File: src/rtl/ncl_word_sync_receiver.sv
// ncl_word_sync_receiver: clocked consumer for a dual-rail NCL word.
// It samples the word and drives the completion/acknowledge rail back to the ring.
// It delivers each decoded word over a valid/ready interface.
//
// Ports:
//   clk          sampling clock
//   init_n       asynchronous reset, active low
//   ncl_rail0    FALSE rail of each bit, asynchronous to clk
//   ncl_rail1    TRUE rail of each bit, asynchronous to clk
//   ncl_ack      completion to the ring: 1 = DATA accepted (send NULL), 0 = send DATA
//   word_out     decoded binary word (bit i = rail1[i]), stable while word_valid
//   word_valid   word_out holds an undelivered word
//   word_ready   consumer accepts the word when word_valid & word_ready
//   err_illegal  sticky: some bit had both rails high in a stable sample
//   seq_err      (SEQ_CHECK_EN only) sticky: a capture was not previous word + 1
//
// Optional feature: define SEQ_CHECK_EN to add the sequence checker and seq_err.
module ncl_word_sync_receiver #(
  parameter int WIDTH       = 32,
  parameter int SYNC_STAGES = 2
) (
  input  logic             clk,
  input  logic             init_n,
  input  logic [WIDTH-1:0] ncl_rail0,
  input  logic [WIDTH-1:0] ncl_rail1,
  output logic             ncl_ack,
  output logic [WIDTH-1:0] word_out,
  output logic             word_valid,
  input  logic             word_ready,
`ifdef SEQ_CHECK_EN
  output logic             seq_err,
`endif
  output logic             err_illegal
);

  typedef enum logic {WAIT_DATA, WAIT_NULL} state_t;

  state_t                            r_state;
  logic [SYNC_STAGES-1:0][WIDTH-1:0] r_sync0, r_sync1;
  logic [WIDTH-1:0]                  r_p0, r_p1, r_word;
  logic                              r_ack, r_valid, r_err;
  logic [WIDTH-1:0]                  w_s0, w_s1;
  logic                              w_stable, w_data, w_null, w_illeg, w_capture, w_release;

  assign w_s0 = r_sync0[SYNC_STAGES-1];
  assign w_s1 = r_sync1[SYNC_STAGES-1];
  // Two equal consecutive samples absorb skew between rails and between bits.
  assign w_stable  = (w_s0 == r_p0) && (w_s1 == r_p1);
  assign w_data    = &(w_s0 ^ w_s1);
  assign w_null    = ~|(w_s0 | w_s1);
  assign w_illeg   = |(w_s0 & w_s1);
  assign w_capture = (r_state == WAIT_DATA) && w_stable && w_data && !r_valid;
  // The ring is only released once the held word has gone or is leaving this cycle.
  assign w_release = (r_state == WAIT_NULL) && w_stable && w_null && (!r_valid || word_ready);

  assign ncl_ack     = r_ack;
  assign word_out    = r_word;
  assign word_valid  = r_valid;
  assign err_illegal = r_err;

  always_ff @(posedge clk or negedge init_n)
    if (!init_n) begin
      r_sync0 <= '0;
      r_sync1 <= '0;
      r_p0    <= '0;
      r_p1    <= '0;
      r_word  <= '0;
      r_ack   <= 1'b0;
      r_valid <= 1'b0;
      r_err   <= 1'b0;
      r_state <= WAIT_DATA;
    end else begin
      r_sync0 <= {r_sync0[SYNC_STAGES-2:0], ncl_rail0};
      r_sync1 <= {r_sync1[SYNC_STAGES-2:0], ncl_rail1};
      r_p0    <= w_s0;
      r_p1    <= w_s1;
      if (w_stable && w_illeg) r_err <= 1'b1;
      if (r_valid && word_ready) r_valid <= 1'b0;
      if (w_capture) begin
        r_word  <= w_s1;
        r_valid <= 1'b1;
        r_ack   <= 1'b1;
        r_state <= WAIT_NULL;
      end
      if (w_release) begin
        r_ack   <= 1'b0;
        r_state <= WAIT_DATA;
      end
    end

`ifdef SEQ_CHECK_EN
  logic [WIDTH-1:0] r_last;
  logic             r_have, r_seq;
  assign seq_err = r_seq;
  always_ff @(posedge clk or negedge init_n)
    if (!init_n) begin
      r_last <= '0;
      r_have <= 1'b0;
      r_seq  <= 1'b0;
    end else if (w_capture) begin
      r_last <= w_s1;
      r_have <= 1'b1;
      if (r_have && (w_s1 != r_last + WIDTH'(1))) r_seq <= 1'b1;
    end
`endif

endmodule

File: config.mk
export PLATFORM = sky130hd
export DESIGN_NAME = ncl_word_sync_receiver
export DESIGN_NICKNAME = d
export VERILOG_FILES = /design/src/rtl/ncl_word_sync_receiver.sv
export SDC_FILE = /design/constraint.sdc
export NUM_CORES = 1
export LEC_CHECK = 0
export BUFFER_PORTS_ARGS = -buffer_cell sky130_fd_sc_hd__buf_2
export CAP_MARGIN = 20
export CORE_UTILIZATION = 30
export CTS_BUF_LIST = sky130_fd_sc_hd__clkbuf_16
export CTS_CLUSTER_DIAMETER = 40
export DETAILED_ROUTE_END_ITERATION = 6
export PLACE_DENSITY = 0.57
export SETUP_SLACK_MARGIN = 0.4
export SKIP_LAST_GASP = 1
export SYNTH_ARGS = -nofsm -noshare
export SYNTH_HDL_FRONTEND = slang
export SYNTH_SLANG_ARGS = --single-unit
File: constraint.sdc
create_clock -name clk -period 4.07 [get_ports clk]
set_input_delay 0 -clock clk [delete_from_list [all_inputs] [get_ports clk]]
set_output_delay 0 -clock clk [all_outputs]
set_load 0.01 [all_outputs]
; After elaboration in Yosys (flattened, before gate mapping)
; Cells that the tools add are included.
[op_classes]
n_eq_ne = 2
n_mux = 4
bitwise = 4
n_reduce_logical = 17
[op_table]
columns = cell, n
row1 = $eq 32x32->1, 2
row2 = $reduce_or 32->1, 2
row3 = $and 32x32->32, 1
row4 = $or 32x32->32, 1
row5 = $reduce_and 32->1, 1
row6 = $xor 32x32->32, 1
row7 = $logic_and 1x1->1, 9
row8 = $mux 1, 4
row9 = $reduce_bool 2->1, 2
row10 = $logic_not 1->1, 2
row11 = $logic_or 1x1->1, 1
row12 = $not 1->1, 1
[totals]
ff_bits = 227
elab_cells = 37

; Depth between registers and ports, before layout
[depth]
depth_word = 7
depth_mapped = 9
depth_no_buf = 8

; Worst setup path after synthesis
; OpenSTA, ideal clock, no wires.
[synth_path]
path_kind = register to register
start = register r_sync1, in the netlist w_s1[26]
end = register r_word[10] (netlist: word_out[10])
arrival_time_ns = 2.233
required_ns = 3.945
slack_ns = 1.712
path_stages_with_launch = 10
period_less_slack_ns = 2.358
cell_sequence = dfrtp_1 -> inv_1 -> ha_1 -> nand4_1 -> nor4_1 -> nand4_1 -> or4_4 -> nor2_8 -> buf_12 -> mux2_4
[synth_between]
elab_chain_cells = 5
[synth_rtl]
columns = element, line
row1 = "start, declared", 39  ; logic [SYNC_STAGES-1:0][WIDTH-1:0] r_sync0, r_sync1;
row2 = "start signal, assigned", 74  ; r_sync1 <= {r_sync1[SYNC_STAGES-2:0], ncl_rail1};
row3 = $eq 32x32->1, 48  ; assign w_stable = (w_s0 == r_p0) && (w_s1 == r_p1);
row4 = $logic_and 1x1->1, 48
row5 = $logic_and 1x1->1, 52  ; assign w_capture = (r_state == WAIT_DATA) && w_stable && w_data && !r_valid;
row6 = $logic_and 1x1->1 (*) (2 in a row), 52
row7 = "end signal, assigned", 80  ; r_word <= w_s1;
row8 = "end, declared", 40  ; logic [WIDTH-1:0] r_p0, r_p1, r_word;
; Mark *: on every way between the ends. The rest lies on a longest branch, timed or not.
; A chain may end at the register's enable or synchronous reset.

; Final worst setup path
[layout_path]
start = register r_sync1, in the netlist w_s1[23]
end = register r_word[29] (netlist: word_out[29])
; Same word-level chain as after synthesis.

==> results.yml <==
timing:
  maxSlewHeadroom: 0.491
  holdWs_ns: 0.134
  final_hold_viol_count: 0
  finalSetupViolations: 0
  finalMaxSlewViolations: 0
  period_share: 0.733
  clock_skew_ns: 0.0180
  rsz0062_at_grt: "no"
  max_freq_mhz: 335
  worst_pin_slew_ns: 0.764
  fin_ws_ns: 1.09
  period_needed_ns: 2.98
  tns_ns: 0
clock_network:
  clockBufferDepth: 3
  clock_latency_ns: 0.50
  htree_levels: 2
  cts_tree: "yes"
  root_buffer: "clkbuf_16"
  clkTransAtPathRegs_ns: 0.06
  numCtsBuffers: 35
  cts.sinks: 227
routing:
  drc: 0
  drt_iter0_drc: 134
  wl_per_cell_um: 16.1
  wl_mm: 17.5
  vias: 4385
  ant_nets: 0
  viasPerCell: 4.04
  drt-pass1-iter-count: 6
critical_path:
  cp-end-kind: "register"
  arrival_ns: 3.35
  critical_path.top_delay_family: "simple AND/OR/NAND/NOR gates"
  crit_required_ns: 4.44
  cp_slowest_stage_delay_ns: 0.49
  cp.depth: 9
  cpMostUsedCell: "nand4_1"
  slowest_stage: "dfrtp_1"
  timing_worst_setup_path_type: "reg2reg"
  worst-path-buf-inv: 2
  cp_max_fo: 19
  cp-start-kind: "register"
  ff2ff_path_depth: 9
  path_cells: "inv_1, ha_1, nand4_1, nor4_1, nand4_1, or4_4, nor2_8, buf_12, mux2_4"
die:
  die_area_mm2: 0.0281
  die_h_um: 168
  coreArea_mm2: 0.0269
  start_util: 0.306
  io_pins: 102
  row_count: 60
  dieWidth_um: 168
place:
  gp_routability_congestion: 0.845
  io_buffers: 101
  placed_area_mm2: 0.00915
  dp_hpwl_mm: 12.2
  place_ws_ns: 1.07
synthesis:
  synth_seq_cells: 227
  synth_seq_area_share: 0.691
  synth_cells: 515
  syn_area_per_cell_um2: 16.0
  synth_area_leaders: "dfrtp_1 69%, ha_1 9.7%, xnor2_1 6.8%, mux2_4 5.3%, inv_1 2.9%"
  synthesis.area_mm2: 0.00822
  synth_top_area_frac: 0.691
  yosysWarnings: 0
  netlist.top_cell.by_area: "dfrtp_1"
  synth-edff-count: 0
  synth.distinct_cells: 21
  async_reset_ff_frac: 1.00
  synth_nets: 646
  synthFlopType: "dfrtp_1"
global_routing:
  grt_max_degree: 104
  grt_pass1_vias: 4926
  grt-ovfl-total: 0
  antenna_found_initial: 0
  grt_pass1_wl_mm: 28.2
  grt_use_total: 0.133
power_and_ir_drop:
  power_density_mw_per_mm2: 521
  cellLeakagePower_uw: 0.00532
  p_total_uw: 5750
  peakVddDrop_v: 0.000300
flow_run:
  drv_cap: 0
finish:
  final_cell_area_mm2: 0.0110
  num_antenna_cells: 0
  drive_gt1_frac: 0.263
  final_nets: 850
  area_growth_pct: 34.1
min_path:
  min_path_cells: 2
  hp-class: "in2reg"
status:
  status: "complete, no violations"
-- cells by family after synthesis --
| kind of cell | after synthesis | share of synthesized area |
|---|---|---|
| compound gates | 3 | 0.00259 |
| fa+ha+maj | 64 | 0.0974 |
| simple gates | 58 | 0.0469 |
| flops | 227 | 0.691 |
| buf+inv | 67 | 0.0365 |
| mux | 32 | 0.0571 |
| xor+xnor | 64 | 0.0682 |
-- cells in the final DEF (no fill, tap or decap) --
master and instances:
and4_1 1, buf_12 2, buf_2 100, buf_4 1, buf_8 1, bufinv_16 5, clkbuf_16 37, clkinv_1 3
clkinv_2 2, clkinvlp_4 6, dfrtp_1 227, dlygate4sd3_1 66, ha_1 64, inv_1 67, inv_6 7, mux2_2 3
mux2_4 29, nand2b_1 1, nand3_1 3, nand4_1 32, nand4_2 1, nand4bb_1 1, nor2_1 2, nor2_8 1
nor3_1 1, nor4_1 14, o21ai_0 1, o21bai_1 1, o22a_1 1, or4_4 1, xnor2_1 64
-- stage by stage --
step / std cells / utilization
2_1_floorplan: 515 / -
3_3_place_gp: 957 / 0.340
3_5_place_dp: 957 / 0.340
4_1_cts: 1086 / 0.410
5_1_grt: 1086 / 0.410
6_report: 1086 / 0.410
-- cells in the mapped netlist (all sizes together), types with 3 or more instances --
library cell / instances
nand4: 33
inv: 64
mux2: 32
nor2: 3
buf: 3
nor4: 14
nand3: 3
ha: 64
dfrtp: 227
xnor2: 64
-- power by group --
part	internal [uW]	switching [uW]	leakage [uW]	total, uW
registers	2360	80.6	0.00273	2440
clock network	1980	1060	0.000588	3040
logic	141	125	0.00201	265
-- final timing paths --
kind / from / to / slack (ns)
min reg2reg: r_sync0[2] / w_s0[2] / 0.34
max reg2reg: w_s1[23] / word_out[29] / 1.09
max: w_s1[23] / word_out[29] / 1.09
max in group asynchronous: init_n / r_sync1[18] / 2.86
min in group asynchronous: init_n / r_sync0[7] / 0.14
min: ncl_rail1[4] / r_sync1[4] / 0.13
-- worst reg2reg max path, stage by stage (launching register included) --
cell     delay, ns
dfrtp_1       0.49
inv_1         0.08
ha_1          0.28
nand4_1       0.09
nor4_1        0.28
nand4_1       0.16
or4_4         0.48
nor2_8        0.45
buf_12        0.25
mux2_4        0.32
-- routing by layer --
layer | part of all wire | routed length, um | vias to the layer above | track usage
met5 | 0 | 0 | - | 0
met4 | 0.020 | 354 | 0 | 0.0451
met3 | 0.049 | 860 | 33 | 0.0336
met2 | 0.45 | 7950 | 101 | 0.204
met1 | 0.48 | 8330 | 2143 | 0.184
li1 | - | - | 2108 | -
-- sequential cells by signal, summed over array words and instances (netlist names), 32 cells and up --
name / count
w_s1: 32
r_sync0: 32
word_out: 32
r_p0: 32
w_s0: 32
r_p1: 32
r_sync1: 32
-- area by class of cell --
cell class	instances	area, um2
Sequential cell	227	5680
Timing Repair Buffer	170	1220
Tap cell	341	427
Multi-Input combinational cell	221	2240
Inverter	64	240
Clock buffer	37	926
Clock inverter	26	289
Fill cell	2488	15900
-- what timing repair did --
action                                 CTS  global route
buffers inserted                         0             0
hold buffers                            66             0
endpoints found under the hold margin  166             0
resized for setup                        0             0
Note: power is estimated with default switching activity, not from simulation.
